### src/rtl/lsu_mem.sv
// RV32 memory-stage load/store unit.
// Single-outstanding dmem port, load alignment/extension, misalign traps.
module lsu_mem (
  input  logic        clk,
  input  logic        reset,
  input  logic        io_req_valid,
  input  logic        io_req_fcn,
  input  logic [2:0]  io_req_typ,
  input  logic [31:0] io_req_addr,
  input  logic [31:0] io_req_wdata,
  output logic        io_dmem_req_valid,
  input  logic        io_dmem_req_ready,
  output logic [31:0] io_dmem_addr,
  output logic        io_dmem_wen,
  output logic [3:0]  io_dmem_wmask,
  output logic [31:0] io_dmem_wdata,
  input  logic        io_dmem_resp_valid,
  input  logic [31:0] io_dmem_resp_rdata,
  output logic        io_stall,
  output logic        io_done,
  output logic        io_xcpt,
  output logic [31:0] io_wb_mem
);

  typedef enum logic [1:0] {
    IDLE,
    REQ,
    WAIT,
    DONE
  } state_t;

  state_t      state;
  logic        fcn_q;
  logic [2:0]  typ_q;
  logic [31:0] addr_q;
  logic [31:0] wdata_q;
  logic [31:0] wb_q;

  logic        bad;
  logic        xcpt;
  logic        accept;
  logic [3:0]  mask;
  logic [31:0] sdata;
  logic [31:0] shifted;
  logic [31:0] ext;

  always_comb begin
    bad = 1'b0;
    unique case (io_req_typ)
      3'b000: bad = 1'b0;
      3'b001: bad = io_req_addr[0];
      3'b010: bad = |io_req_addr[1:0];
      3'b100: bad = io_req_fcn;
      3'b101: bad = io_req_fcn | io_req_addr[0];
      default: bad = 1'b1;
    endcase
  end

  assign xcpt   = !reset && state == IDLE && io_req_valid && bad;
  assign accept = !reset && state == IDLE && io_req_valid && !bad;

  always_comb begin
    mask  = 4'b0000;
    sdata = wdata_q;
    unique case (typ_q[1:0])
      2'b00: begin
        mask  = 4'b0001 << addr_q[1:0];
        sdata = {4{wdata_q[7:0]}};
      end
      2'b01: begin
        mask  = addr_q[1] ? 4'b1100 : 4'b0011;
        sdata = {2{wdata_q[15:0]}};
      end
      default: begin
        mask  = 4'b1111;
        sdata = wdata_q;
      end
    endcase
    if (!fcn_q)
      mask = 4'b0000;
  end

  // Byte lane selection: bring the addressed byte/half to bit 0.
  assign shifted = io_dmem_resp_rdata >> {addr_q[1:0], 3'b000};

  always_comb begin
    ext = io_dmem_resp_rdata;
    unique case (typ_q)
      3'b000:  ext = {{24{shifted[7]}}, shifted[7:0]};
      3'b100:  ext = {24'h0, shifted[7:0]};
      3'b001:  ext = {{16{shifted[15]}}, shifted[15:0]};
      3'b101:  ext = {16'h0, shifted[15:0]};
      default: ext = io_dmem_resp_rdata;
    endcase
  end

  always_ff @(posedge clk) begin
    if (reset) begin
      state   <= IDLE;
      fcn_q   <= 1'b0;
      typ_q   <= 3'b000;
      addr_q  <= 32'h0;
      wdata_q <= 32'h0;
      wb_q    <= 32'h0;
    end else begin
      unique case (state)
        IDLE: begin
          if (accept) begin
            fcn_q   <= io_req_fcn;
            typ_q   <= io_req_typ;
            addr_q  <= io_req_addr;
            wdata_q <= io_req_wdata;
            state   <= REQ;
          end
        end
        REQ: begin
          if (io_dmem_req_ready)
            state <= fcn_q ? DONE : WAIT;
        end
        WAIT: begin
          if (io_dmem_resp_valid) begin
            wb_q  <= ext;
            state <= DONE;
          end
        end
        default: state <= IDLE;
      endcase
    end
  end

  logic in_req;
  assign in_req = !reset && state == REQ;

  assign io_dmem_req_valid = in_req;
  assign io_dmem_addr  = in_req ? {addr_q[31:2], 2'b00} : 32'h0;
  assign io_dmem_wen   = in_req && fcn_q;
  assign io_dmem_wmask = in_req ? mask : 4'b0000;
  assign io_dmem_wdata = in_req ? sdata : 32'h0;

  assign io_stall = accept || in_req || (!reset && state == WAIT);
  assign io_done  = !reset && state == DONE;
  assign io_xcpt  = xcpt;
  assign io_wb_mem = wb_q;

endmodule
### config.mk
export PLATFORM = sky130hd
export DESIGN_NAME = lsu_mem
export DESIGN_NICKNAME = d
export VERILOG_FILES = /design/src/rtl/lsu_mem.sv
export SDC_FILE = /design/constraint.sdc
export NUM_CORES = 1
export LEC_CHECK = 0
export CAP_MARGIN = 30
export CORE_MARGIN = 2
export CORE_UTILIZATION = 43
export DETAILED_ROUTE_END_ITERATION = 12
export GPL_TIMING_DRIVEN = 0
export PLACE_DENSITY = 0.92
export SLEW_MARGIN = 25
export SYNTH_ARGS = -nofsm -noshare
export SYNTH_HDL_FRONTEND = slang
export SYNTH_SLANG_ARGS = --single-unit
### constraint.sdc
create_clock -name clk -period 2.17 [get_ports clk]
set_clock_uncertainty 0.15 [all_clocks]
set_input_delay 0.3255 -clock clk [delete_from_list [all_inputs] [get_ports clk]]
set_output_delay 0.3255 -clock clk [all_outputs]
set_load 0.05 [all_outputs]
==> metrics.txt, run 1 <==
# TYPE chip_impl_metric gauge
chip_impl_info{name="result_of_the_run",value="complete, but fails checks"} 1
chip_impl_info{name="violations_in_the_final_reports",value="negative setup slack"} 1
chip_impl_info{name="worst_reg2reg_startpoint",value="state[0]$_SDFFE_PP0P_"} 1
chip_impl_metric{name="max_slew_margin",unit="%"} 63.1
chip_impl_metric{name="fmaxAchievable",unit="MHz"} 441
chip_impl_metric{name="worst_setup_hold_path_clk_slew",unit="ns"} 0.07
chip_impl_metric{name="pin_count",unit=""} 210
chip_impl_metric{name="detailed_place_hpwl",unit="mm"} 13.3
chip_impl_info{name="crit_chain",value="inv_4 > ha_4 > nand3b_1 > o21ba_4 > buf_12 > buf_8 > o21bai_4 > buf_6"} 1
chip_impl_metric{name="worst_skew_pair.late_latency",unit="ns"} 0.34
chip_impl_info{name="endpoint",value="io_stall"} 1
chip_impl_metric{name="clockBufferDepth",unit=""} 2
chip_impl_metric{name="syn_avg_cell_area",unit="sq um"} 7.67
chip_impl_metric{name="first_pass_iters",unit=""} 7
chip_impl_metric{name="portion_of_the_clock_cycle_consumed_by_the_worst_path_in_the_final_layout",unit="%"} 105
chip_impl_metric{name="fin_ws",unit="ns"} -0.0978
chip_impl_metric{name="max_cap_violations",unit=""} 0
chip_impl_metric{name="synthesized_instance_count",unit=""} 657
chip_impl_metric{name="post_synth_num_cell_types",unit=""} 42
chip_impl_metric{name="number_of_nets_in_the_layout",unit=""} 995
chip_impl_info{name="layout_commonest_cell",value="nand2_1"} 1
chip_impl_metric{name="asyncSetResetFlopFracSynth",unit="%"} 0
chip_impl_metric{name="cts.sink_count",unit=""} 102
chip_impl_info{name="worst_path_max_delay_cell",value="dfxtp_4"} 1
chip_impl_info{name="path_delay_family",value="buffers and inverters"} 1
chip_impl_metric{name="final_weighted_congestion_of_routability_driven_global_placement",unit=""} 0.896
chip_impl_metric{name="inserted_diodes",unit=""} 0
chip_impl_metric{name="cts_inserted_buffers",unit=""} 9
chip_impl_metric{name="holdBufCountCts",unit=""} 0
chip_impl_metric{name="worst-endpoint-required",unit="ns"} 1.69
chip_impl_metric{name="drt_iter0_markers",unit=""} 448
chip_impl_metric{name="filler_free_cell_count_of_the_finished_design",unit=""} 1033
chip_impl_metric{name="critical_path.max_stage_delay",unit="ns"} 0.40
chip_impl_metric{name="hold_viol",unit=""} 0
chip_impl_info{name="rsz_0062_raised_after_global_routing",value="yes"} 1
chip_impl_info{name="most-common-layout-cells",value="nand2_1 (146), clkdlybuf4s50_1 (130), o21ai_0 (106)"} 1
chip_impl_info{name="cts_root_buf",value="clkbuf_16"} 1
chip_impl_metric{name="timing.reg2reg.setup_slack",unit="ns"} 0.12
chip_impl_info{name="ys_dominant_reg_cell",value="dfxtp_1"} 1
chip_impl_metric{name="timing_worst_slew_pin_value",unit="ns"} 0.552
chip_impl_metric{name="cp.buffers_inverters",unit=""} 4
chip_impl_info{name="regToRegEndpoint",value="wdata_q[2]$_SDFFE_PP0P_"} 1
chip_impl_metric{name="floorplan.rows",unit=""} 39
chip_impl_metric{name="fin_crit",unit="ns"} 2.27
chip_impl_metric{name="fin_setup_tns",unit="ns"} -0.0978
chip_impl_metric{name="mappedNetlistArea",unit="sq mm"} 0.00504
chip_impl_metric{name="routed_wl",unit="mm"} 18.5
chip_impl_info{name="criticalPathCategory",value="flop to output port"} 1
chip_impl_metric{name="pwr_density_cell",unit="mW/mm^2"} 696
chip_impl_metric{name="num-fill-cells",unit=""} 911
chip_impl_info{name="timing.critical_path.to_type",value="output port"} 1
chip_impl_metric{name="floorplan.die.width",unit="microns"} 112
chip_impl_info{name="synth.largest_area_cell",value="dfxtp_1"} 1
chip_impl_metric{name="die_height",unit="microns"} 112
chip_impl_metric{name="ant_nets",unit=""} 0
chip_impl_metric{name="dieArea",unit="sq mm"} 0.0126
chip_impl_metric{name="area.growth.synth_to_final",unit="%"} 57.2
chip_impl_info{name="type_of_the_most_critical_hold_path",value="primary input to flop"} 1
chip_impl_info{name="cts_tree",value="done"} 1
chip_impl_metric{name="drcViolationCount",unit=""} 0
chip_impl_info{name="synth_area_leaders",value="dfxtp_1 (41%), nand2_1 (11%), o21ai_0 (11%)"} 1
chip_impl_metric{name="vias",unit=""} 5699
chip_impl_metric{name="yosysWarningCount",unit=""} 0
chip_impl_metric{name="grt_first_pass_wirelength",unit="mm"} 28.6
chip_impl_metric{name="postLayoutCoreUtil",unit="%"} 69.4
chip_impl_metric{name="wl_per_cell",unit="microns"} 17.9
chip_impl_metric{name="antenna_violations_before_repair",unit=""} 0
chip_impl_metric{name="dp_cells",unit=""} 1008
chip_impl_metric{name="routed_via_density",unit=""} 5.52
chip_impl_metric{name="setup_viol_count_final",unit=""} 1
chip_impl_metric{name="timing.critical_path.fanout_max",unit=""} 4
chip_impl_metric{name="cp.depth",unit=""} 8
chip_impl_metric{name="place.port_buffers",unit=""} 207
chip_impl_metric{name="r2r_cells",unit=""} 8
chip_impl_metric{name="netlist.area_leader.share",unit="%"} 40.5
chip_impl_metric{name="synth_edf_count",unit=""} 0
chip_impl_metric{name="power_leakage",unit="nW"} 3.03
chip_impl_metric{name="largest_net_degree_at_the_start_of_global_routing",unit=""} 19
chip_impl_metric{name="finalMaxSlewViolations",unit=""} 0
chip_impl_metric{name="endpoint_arrival_time_on_the_critical_path",unit="ns"} 1.79
chip_impl_info{name="start_kind",value="flop"} 1
chip_impl_metric{name="post_route_cells_drive_above_1_share",unit="%"} 21.1
chip_impl_info{name="critPathLaunch",value="state[0]$_SDFFE_PP0P_"} 1
chip_impl_metric{name="grt_util_all_layers",unit="%"} 27.8
chip_impl_metric{name="synth-seq-cells",unit=""} 102
chip_impl_metric{name="synth-seq-area-share",unit="%"} 40.5
chip_impl_metric{name="worst_ir_drop_on_vdd",unit="V"} 0.000449
chip_impl_metric{name="floorplan.initialDensity",unit="%"} 44.1
chip_impl_metric{name="core",unit="sq mm"} 0.0114
chip_impl_metric{name="grt_pass1_vias",unit=""} 5576
chip_impl_metric{name="h-tree-depth",unit=""} 3
chip_impl_metric{name="grt_remaining_overflow",unit=""} 0
==> layer usage <==
metal,GRT usage [%],share of wire [%],vias up,wire length [microns]
li1,-,-,2694,-
met1,35.0,40,2670,7440
met2,46.9,48,280,8950
met3,4.75,7.7,55,1420
met4,12.4,3.6,0,670
met5,0,0,-,0
==> synth_stat cells, drive strengths merged, types with 3 or more instances <==
library cell	count
inv	8
clkbuf	34
a32o	7
mux2i	26
dfxtp	102
o211ai	5
ha	5
a221oi	8
nand2	148
nand2b	9
o31ai	3
buf	23
nor2	37
o21ai	107
and2	39
nand3b	3
o2bb2ai	7
nor2b	5
a21oi	61
==> timing repair <==
action | CTS | global route
buffers inserted | 8 | 4
pin swaps | 4 | 3
gates resized for setup | 492 | 65
gates cloned | 0 | 1
hold endpoints to repair | 0 | 0
endpoints found under the setup margin | 71 | 113
==> state kept, by name (all words and copies together), names as in the netlist <==
register	flops
addr_q	32
fcn_q	1
io_wb_mem	32
typ_q	3
wdata_q	32
state	2
==> cell type report <==
class                      instances  area, sq um  area share, %
tap                              143          179           2.26
buffer                            53          403           5.09
sequential                       102         2050           25.9
inverter                           9         53.8          0.679
clock inverter                     5         41.3          0.521
multi-input combinational        490         2890           36.4
clock buffer                      11          243           3.06
timing repair buffer             220         2060           26.0
==> power by group <==
part,switching [mW],internal (mW)
Combinational,1.02,0.729
Clock,0.765,0.823
Sequential,0.135,2.04
==> cells by family (layout without fill, tap and decap cells) <==
family,count (synthesis),after routing,synth area share (%)
compound gates,207,207,24.1
mux,29,29,6.21
simple gates,247,247,21.8
buf+inv,66,298,6.06
flops,102,102,40.5
fa+ha+maj,5,5,1.24
other cells,1,2,0.0744
==> tightest hold or removal path: stages <==
cell           delay [ns]
dlygate4sd2_1        0.27
nand2_1              0.06
o21ai_0              0.06
==> metrics by stage <==
stage          hold WS, ns  total power, mW  worst slack [ns]  instance area [sq um]
2_1_floorplan        0.281             3.09            -0.264                   5080
3_3_place_gp         0.290             3.66             -1.52                   7330
3_5_place_dp         0.295             3.69             -1.49                   7330
4_1_cts              0.241             5.40           -0.0943                   7710
5_1_grt              0.305             5.73            -0.130                   7920
6_report             0.265             5.52           -0.0978                   7920
==> how the worst min path moves through the flow <==
stage	slack (ns)	cells past startpoint	start	end
global placement	0.29	2	addr_q[2]$_SDFFE_PP0P_	addr_q[2]$_SDFFE_PP0P_
CTS	0.24	3	io_req_fcn	fcn_q$_SDFFE_PP0P_
floorplan	0.28	2	addr_q[10]$_SDFFE_PP0P_	addr_q[10]$_SDFFE_PP0P_
global route	0.30	3	io_req_addr[1]	addr_q[1]$_SDFFE_PP0P_
finish	0.26	3	io_req_addr[1]	addr_q[1]$_SDFFE_PP0P_
detailed placement	0.29	2	addr_q[30]$_SDFFE_PP0P_	addr_q[30]$_SDFFE_PP0P_
No activity file was read; power rests on OpenSTA's default activity.
==> run 2, diff against run 1 <==
--- a/config.mk
+++ b/config.mk
@@ -7,10 +7,10 @@
 export LEC_CHECK = 0
 export CAP_MARGIN = 30
 export CORE_MARGIN = 2
-export CORE_UTILIZATION = 43
+export CORE_UTILIZATION = 34
 export DETAILED_ROUTE_END_ITERATION = 12
 export GPL_TIMING_DRIVEN = 0
-export PLACE_DENSITY = 0.92
+export PLACE_DENSITY = 0.77
 export SLEW_MARGIN = 25
 export SYNTH_ARGS = -nofsm -noshare
 export SYNTH_HDL_FRONTEND = slang
==> run 2 against run 1 <==
- the run still ends with negative setup slack left
- sequential power hardly changed
- final cell count is 3.3% higher
- die area is 25% higher
==> metrics.txt, run 2 (synthesis gave the netlist of run 1 again) <==
# TYPE chip_impl_metric gauge
chip_impl_metric{name="place.port_buffers",unit=""} 207
chip_impl_info{name="path_delay_family",value="buffers and inverters"} 1
chip_impl_metric{name="power_leakage",unit="nW"} 2.98
chip_impl_metric{name="timing.reg2reg.setup_slack",unit="ns"} 0.15
chip_impl_info{name="crit_chain",value="inv_4 > ha_4 > nand2_8 > clkinv_8 > clkbuf_16 > nand2_8 > a21oi_4 > buf_6"} 1
chip_impl_metric{name="fin_ws",unit="ns"} -0.00715
chip_impl_info{name="cts_tree",value="done"} 1
chip_impl_info{name="start_kind",value="flop"} 1
chip_impl_metric{name="stdcell_area",unit="sq mm"} 0.00802
chip_impl_metric{name="antenna_violations_before_repair",unit=""} 0
chip_impl_metric{name="power.share.combinational",unit="%"} 31.5
chip_impl_metric{name="detailroute.wirelength.met2",unit="mm"} 8.86
chip_impl_metric{name="core",unit="sq mm"} 0.0145
chip_impl_metric{name="fmaxAchievable",unit="MHz"} 459
chip_impl_metric{name="cts_inserted_buffers",unit=""} 9
chip_impl_metric{name="portion_of_the_clock_cycle_consumed_by_the_worst_path_in_the_final_layout",unit="%"} 100
chip_impl_metric{name="routed_wl",unit="mm"} 18.3
chip_impl_metric{name="worst_setup_hold_path_clk_slew",unit="ns"} 0.07
chip_impl_info{name="layout_commonest_cell",value="nand2_1"} 1
chip_impl_metric{name="critical_path.max_stage_delay",unit="ns"} 0.37
chip_impl_metric{name="routed_met1_length",unit="mm"} 7.68
chip_impl_metric{name="floorplan.initialDensity",unit="%"} 34.7
chip_impl_metric{name="ant_nets",unit=""} 0
chip_impl_metric{name="internal_power",unit="mW"} 3.52
chip_impl_metric{name="drt_iter0_markers",unit=""} 297
chip_impl_metric{name="dieArea",unit="sq mm"} 0.0158
chip_impl_metric{name="pwr_density_cell",unit="mW/mm^2"} 676
chip_impl_metric{name="die_height",unit="microns"} 126
chip_impl_metric{name="holdBufCountCts",unit=""} 0
chip_impl_metric{name="grt_remaining_overflow",unit=""} 0
chip_impl_metric{name="clock_power_share",unit="%"} 28.2
chip_impl_info{name="timing.critical_path.to_type",value="output port"} 1
chip_impl_metric{name="worst-endpoint-required",unit="ns"} 1.69
chip_impl_info{name="violations_in_the_final_reports",value="negative setup slack"} 1
chip_impl_metric{name="timing.critical_path.fanout_max",unit=""} 5
chip_impl_metric{name="final_weighted_congestion_of_routability_driven_global_placement",unit=""} 0.853
chip_impl_metric{name="endpoint_arrival_time_on_the_critical_path",unit="ns"} 1.70
chip_impl_metric{name="power.share.switching",unit="%"} 34.9
chip_impl_metric{name="floorplan.die.width",unit="microns"} 126
chip_impl_metric{name="dp_slack",unit="ns"} -1.68
chip_impl_metric{name="routed_via_density",unit=""} 5.15
chip_impl_metric{name="max_slew_margin",unit="%"} 62.8
chip_impl_metric{name="grt_util_all_layers",unit="%"} 22.5
chip_impl_metric{name="floorplan.rows",unit=""} 44
chip_impl_info{name="hold_path_startpoint",value="io_req_addr[1]"} 1
chip_impl_info{name="criticalPathCategory",value="flop to output port"} 1
chip_impl_metric{name="finalMaxSlewViolations",unit=""} 0
chip_impl_info{name="most-common-layout-cells",value="nand2_1 (146), clkdlybuf4s50_1 (132), o21ai_0 (106)"} 1
chip_impl_metric{name="cp.buffers_inverters",unit=""} 4
chip_impl_metric{name="number_of_nets_in_the_layout",unit=""} 989
chip_impl_metric{name="detailed_place_hpwl",unit="mm"} 13.6
chip_impl_metric{name="worst_skew_pair.late_latency",unit="ns"} 0.36
chip_impl_metric{name="fin_crit",unit="ns"} 2.18
chip_impl_info{name="critPathLaunch",value="state[1]$_SDFFE_PP0P_"} 1
chip_impl_metric{name="hold_viol",unit=""} 0
chip_impl_metric{name="setup_viol_count_final",unit=""} 2
chip_impl_metric{name="cts.sink_count",unit=""} 102
chip_impl_info{name="top_layer",value="met4"} 1
chip_impl_metric{name="final_worst_hold_slack",unit="ns"} 0.261
chip_impl_metric{name="switching_power",unit="mW"} 1.89
chip_impl_info{name="critical_path.most_common_cell",value="nand2_8"} 1
chip_impl_metric{name="first_pass_iters",unit=""} 5
chip_impl_metric{name="timing_worst_slew_pin_value",unit="ns"} 0.558
chip_impl_info{name="cts_root_buf",value="clkbuf_16"} 1
chip_impl_info{name="result_of_the_run",value="complete, but fails checks"} 1
chip_impl_metric{name="worst_ir_drop_on_vdd",unit="V"} 0.000378
chip_impl_metric{name="grt_first_pass_wirelength",unit="mm"} 28.2
chip_impl_metric{name="inserted_diodes",unit=""} 0
chip_impl_metric{name="largest_net_degree_at_the_start_of_global_routing",unit=""} 20
chip_impl_metric{name="vias",unit=""} 5493
chip_impl_metric{name="power.share.sequential",unit="%"} 40.2
chip_impl_metric{name="postLayoutCoreUtil",unit="%"} 55.2
chip_impl_metric{name="post_route_cells_drive_above_1_share",unit="%"} 19.8
chip_impl_metric{name="detailed_place.area",unit="sq mm"} 0.00739
chip_impl_info{name="type_of_the_most_critical_hold_path",value="primary input to flop"} 1
chip_impl_metric{name="max_cap_violations",unit=""} 0
chip_impl_metric{name="drcViolationCount",unit=""} 0
chip_impl_metric{name="clockBufferDepth",unit=""} 2
chip_impl_metric{name="area.growth.synth_to_final",unit="%"} 59.1
chip_impl_metric{name="detailroute.wirelength.met3",unit="mm"} 1.51
chip_impl_metric{name="wl_per_cell",unit="microns"} 17.2
chip_impl_metric{name="pin_count",unit=""} 210
chip_impl_info{name="worst_reg2reg_startpoint",value="state[1]$_SDFFE_PP0P_"} 1
chip_impl_metric{name="grt_pass1_vias",unit=""} 5264
chip_impl_metric{name="h-tree-depth",unit=""} 3
chip_impl_info{name="worst_path_max_delay_cell",value="dfxtp_4"} 1
chip_impl_info{name="rsz_0062_raised_after_global_routing",value="yes"} 1
run 2: worst paths after layout:
| kind | endpoint | cells past startpoint |
|---|---|---|
| max | io_dmem_wmask[3] | 8 |
| min | addr_q[1]$_SDFFE_PP0P_ | 3 |
| max reg2reg | wdata_q[16]$_SDFFE_PP0P_ | 7 |
| min reg2reg | addr_q[27]$_SDFFE_PP0P_ | 2 |
run 2: power by group through the flow:
stage / Combinational (mW) / Clock (mW) / Sequential, mW
after global placement: 1.50 / 0 / 2.19
after detailed placement: 1.51 / 0 / 2.20
after floorplan: 0.757 / 0 / 2.34
final: 1.71 / 1.53 / 2.18
after global routing: 1.83 / 1.62 / 2.20
after CTS: 1.63 / 1.55 / 2.17
run 2: worst register-to-register path: stages, from the launching register on:
cell and delay (ns):
dfxtp_4 0.37, inv_4 0.08, ha_4 0.14, nand3b_1 0.11
o21ba_4 0.26, buf_4 0.23, clkbuf_1 0.38, o21ai_0 0.17
run 2: repair_timing:
item / in CTS / in global routing
buffers inserted: 4 / 3
cloned: 1 / 1
pin swaps: 3 / 4
resized for setup: 483 / 95
endpoints found under the setup margin: 71 / 99
run 2: area by class of cell:
type | instances | area, sq um
repair buffers | 216 | 2180
clock inverters | 5 | 36.3
fillers | 1382 | 6520
plain buffers | 51 | 334
clock buffers | 10 | 229
multi-input cells | 490 | 2900
well taps | 184 | 230
flip-flops and latches | 102 | 2050
inverters | 9 | 56.3
run 2: metrics by stage:
stage               total power, mW  cells  TNS (ns)
floorplan                      3.09    658     -3.36
global placement               3.69   1049   -106.95
detailed placement             3.71   1049   -106.79
CTS                            5.35   1065    -0.193
global route                   5.65   1067    -0.686
finish                         5.42   1067   -0.0129
run 2: per-layer routing:
metal / vias to the layer above / GRT usage (%)
met5: - / 0
met4: 0 / 7.05
met3: 21 / 7.09
met2: 217 / 38.0
met1: 2577 / 27.5
li1: 2678 / -
==> run 3, diff against run 2 <==
--- a/config.mk
+++ b/config.mk
@@ -9,8 +9,9 @@
 export CORE_MARGIN = 2
 export CORE_UTILIZATION = 34
 export DETAILED_ROUTE_END_ITERATION = 12
+export DONT_BUFFER_PORTS = 1
 export GPL_TIMING_DRIVEN = 0
-export PLACE_DENSITY = 0.77
+export PLACE_DENSITY = 0.59
 export SLEW_MARGIN = 25
 export SYNTH_ARGS = -nofsm -noshare
 export SYNTH_HDL_FRONTEND = slang
==> run 3 against run 2 <==
- the flow finishes with violations (negative hold slack, negative setup slack)
- sequential power up 9%
- critical endpoint is now io_xcpt
- largest power group unchanged
- routed wire length up 2.1%
- combinational power down 16%
- highest routed layer unchanged
- largest cell class unchanged
==> metrics.txt, run 3 (synthesis gave the netlist of run 1 again) <==
# TYPE chip_impl_metric gauge
chip_impl_metric{name="number_of_nets_in_the_layout",unit=""} 856
chip_impl_metric{name="routed_via_density",unit=""} 5.43
chip_impl_info{name="crit_chain",value="inv_4 > ha_4 > nand3b_1 > nor3_2"} 1
chip_impl_info{name="start_kind",value="flop"} 1
chip_impl_metric{name="dieArea",unit="sq mm"} 0.0158
chip_impl_metric{name="core",unit="sq mm"} 0.0145
chip_impl_metric{name="setup_viol_count_final",unit=""} 5
chip_impl_info{name="critPathLaunch",value="state[1]$_SDFFE_PP0P_"} 1
chip_impl_metric{name="grt_first_pass_wirelength",unit="mm"} 28.5
chip_impl_metric{name="clockBufferDepth",unit=""} 2
chip_impl_info{name="top_usage_layer",value="met2"} 1
chip_impl_metric{name="multi_input_comb_area",unit="sq mm"} 0.00315
chip_impl_metric{name="fmaxAchievable",unit="MHz"} 447
chip_impl_metric{name="first_pass_iters",unit=""} 5
chip_impl_metric{name="post_route_cells_drive_above_1_share",unit="%"} 22.2
chip_impl_metric{name="finalMaxSlewViolations",unit=""} 0
chip_impl_metric{name="drcViolationCount",unit=""} 0
chip_impl_info{name="timing.critical_path.to_type",value="output port"} 1
chip_impl_metric{name="grt_pass1_vias",unit=""} 5250
chip_impl_metric{name="critical_path.max_stage_delay",unit="ns"} 0.72
chip_impl_info{name="cts_tree",value="done"} 1
chip_impl_metric{name="area.growth.synth_to_final",unit="%"} 38.6
chip_impl_metric{name="endpoint_arrival_time_on_the_critical_path",unit="ns"} 1.76
chip_impl_metric{name="ant_nets",unit=""} 0
chip_impl_metric{name="fin_total_pwr",unit="mW"} 5.54
chip_impl_info{name="worst_path_max_delay_cell",value="nor3_2"} 1
chip_impl_metric{name="max_slew_margin",unit="%"} 37.7
chip_impl_metric{name="pwr_density_cell",unit="mW/mm^2"} 793
chip_impl_metric{name="fin_crit",unit="ns"} 2.24
chip_impl_info{name="result_of_the_run",value="complete, but fails checks"} 1
chip_impl_info{name="layout_commonest_cell",value="nand2_1"} 1
chip_impl_info{name="violations_in_the_final_reports",value="negative hold slack, negative setup slack"} 1
chip_impl_info{name="endpoint",value="io_xcpt"} 1
chip_impl_metric{name="timing_worst_slew_pin_value",unit="ns"} 0.930
chip_impl_metric{name="cts.sink_count",unit=""} 102
chip_impl_metric{name="fin_ws",unit="ns"} -0.0677
chip_impl_metric{name="groute.layer.met2.usage",unit="%"} 41.3
chip_impl_metric{name="h-tree-depth",unit=""} 3
chip_impl_metric{name="final_weighted_congestion_of_routability_driven_global_placement",unit=""} 0.844
chip_impl_metric{name="dp_slack",unit="ns"} -1.04
chip_impl_metric{name="antenna_violations_before_repair",unit=""} 0
chip_impl_metric{name="wl_per_cell",unit="microns"} 20.0
chip_impl_metric{name="worst_setup_hold_path_clk_slew",unit="ns"} 0.07
chip_impl_metric{name="die_height",unit="microns"} 126
chip_impl_metric{name="inserted_diodes",unit=""} 0
chip_impl_metric{name="global_route.usage.met3",unit="%"} 8.45
chip_impl_metric{name="largest_net_degree_at_the_start_of_global_routing",unit=""} 20
chip_impl_info{name="most-common-layout-cells",value="nand2_1 (146), o21ai_0 (105), dfxtp_1 (99)"} 1
chip_impl_metric{name="drt_iter0_markers",unit=""} 238
chip_impl_metric{name="floorplan.initialDensity",unit="%"} 34.7
chip_impl_info{name="cts_root_buf",value="clkbuf_16"} 1
chip_impl_metric{name="hold_viol",unit=""} 1
chip_impl_metric{name="floorplan.die.width",unit="microns"} 126
chip_impl_info{name="worst_reg2reg_startpoint",value="state[0]$_SDFFE_PP0P_"} 1
chip_impl_metric{name="grtUsageMet1",unit="%"} 24.8
chip_impl_metric{name="pin_count",unit=""} 210
chip_impl_metric{name="final_worst_hold_slack",unit="ns"} -0.00111
chip_impl_metric{name="max_cap_violations",unit=""} 0
chip_impl_metric{name="portion_of_the_clock_cycle_consumed_by_the_worst_path_in_the_final_layout",unit="%"} 103
chip_impl_metric{name="vias",unit=""} 5075
chip_impl_info{name="regToRegEndpoint",value="io_wb_mem[25]$_SDFFE_PP0P_"} 1
chip_impl_metric{name="power_leakage",unit="nW"} 2.44
chip_impl_metric{name="timing.critical_path.fanout_max",unit=""} 2
chip_impl_metric{name="worst-endpoint-required",unit="ns"} 1.69
chip_impl_metric{name="cts_inserted_buffers",unit=""} 9
chip_impl_metric{name="place.port_buffers",unit=""} 0
chip_impl_info{name="criticalPathCategory",value="flop to output port"} 1
chip_impl_metric{name="worst_ir_drop_on_vdd",unit="V"} 0.000495
chip_impl_info{name="rsz_0062_raised_after_global_routing",value="yes"} 1
chip_impl_metric{name="r2r_cells",unit=""} 7
chip_impl_metric{name="detailed_place_hpwl",unit="mm"} 13.3
chip_impl_metric{name="grt_remaining_overflow",unit=""} 0
chip_impl_metric{name="worst_skew_pair.late_latency",unit="ns"} 0.36
chip_impl_metric{name="combined_flip_flop_and_latch_cell_area",unit="sq mm"} 0.00205
chip_impl_metric{name="routed_wl",unit="mm"} 18.7
chip_impl_info{name="type_of_the_most_critical_hold_path",value="primary input to flop"} 1
chip_impl_metric{name="timing.reg2reg.setup_slack",unit="ns"} 0.16
chip_impl_metric{name="floorplan.rows",unit=""} 44
chip_impl_metric{name="grt_util_all_layers",unit="%"} 22.8
chip_impl_metric{name="num-fill-cells",unit=""} 1392
==> run 3: cell types whose count changed in the layout (fill, tap and decap cells not counted), moves of 17 or more <==
cell / before / now
clkdlybuf4s50_1: 132 / 0
and2_1: 38 / 1
dlygate4sd3_1: 0 / 67
buf_6: 54 / 7
nor2_4: 2 / 19
and2_4: 1 / 38
==> run 3: power by group <==
group / internal [mW] / switching (mW) / leakage (nW) / total, mW
Combinational: 0.573 / 0.853 / 1.46 / 1.43
Sequential: 2.04 / 0.326 / 0.830 / 2.37
Clock: 0.946 / 0.796 / 0.156 / 1.74
==> run 3: layout make-up <==
type,count,share of cell area [%]
clock buffers,10,3.42
repair buffers,83,11.7
flip-flops and latches,102,29.4
clock inverters,6,1.04
multi-input cells,490,45.2
inverters,9,0.717
well taps,184,3.30
plain buffers,51,5.25
==> run 3: repair_timing <==
action / CTS / global route
hold buffers: 67 / 0
setup buffers: 8 / 3
pin swaps: 22 / 15
hold endpoints to repair: 67 / 0
gates resized for setup: 162 / 44
gates cloned: 0 / 1
endpoints found under the setup margin: 71 / 75
==> run 3: routing by layer <==
| layer | vias to the layer above | share of wire, % |
|---|---|---|
| li1 | 2415 | - |
| met1 | 2427 | 38 |
| met2 | 200 | 51 |
| met3 | 33 | 9.2 |
| met4 | 0 | 1.8 |
| met5 | - | 0 |
==> run 3: worst min-delay path by stage <==
stage                       startpoint                   endpoint  cells past startpoint
2_1_floorplan  addr_q[10]$_SDFFE_PP0P_    addr_q[10]$_SDFFE_PP0P_                      2
3_3_place_gp   addr_q[17]$_SDFFE_PP0P_    addr_q[17]$_SDFFE_PP0P_                      2
3_5_place_dp           io_req_addr[18]    addr_q[18]$_SDFFE_PP0P_                      2
5_1_grt          io_dmem_resp_rdata[5]  io_wb_mem[5]$_SDFFE_PP0P_                      2
6_report              io_req_wdata[27]   wdata_q[27]$_SDFFE_PP0P_                      2
4_1_cts               io_req_wdata[27]   wdata_q[27]$_SDFFE_PP0P_                      2
==> run 3: per-stage QoR <==
stage / hold WS, ns / cells / cell area (sq um) / TNS, ns / util, %
after floorplan: 0.281 / 658 / 5080 / -3.36 / -
after global placement: 0.288 / 842 / 5310 / -33.29 / 36.6
after detailed placement: 0.292 / 846 / 5360 / -32.68 / 36.9
after CTS: 0.000435 / 933 / 6870 / -0.383 / 47.2
after global routing: 0.00791 / 935 / 6980 / -0.536 / 48.1
final: -0.00111 / 935 / 6980 / -0.144 / 48.1
==> run 3: critical path, delay by kind of cell, from the launching register on <==
kind | cells | cell delay [ns]
AND/OR/NAND/NOR | 2 | 0.84
buffers and inverters | 1 | 0.07
flip-flops | 1 | 0.35
adder cells (fa/ha/maj) | 1 | 0.13
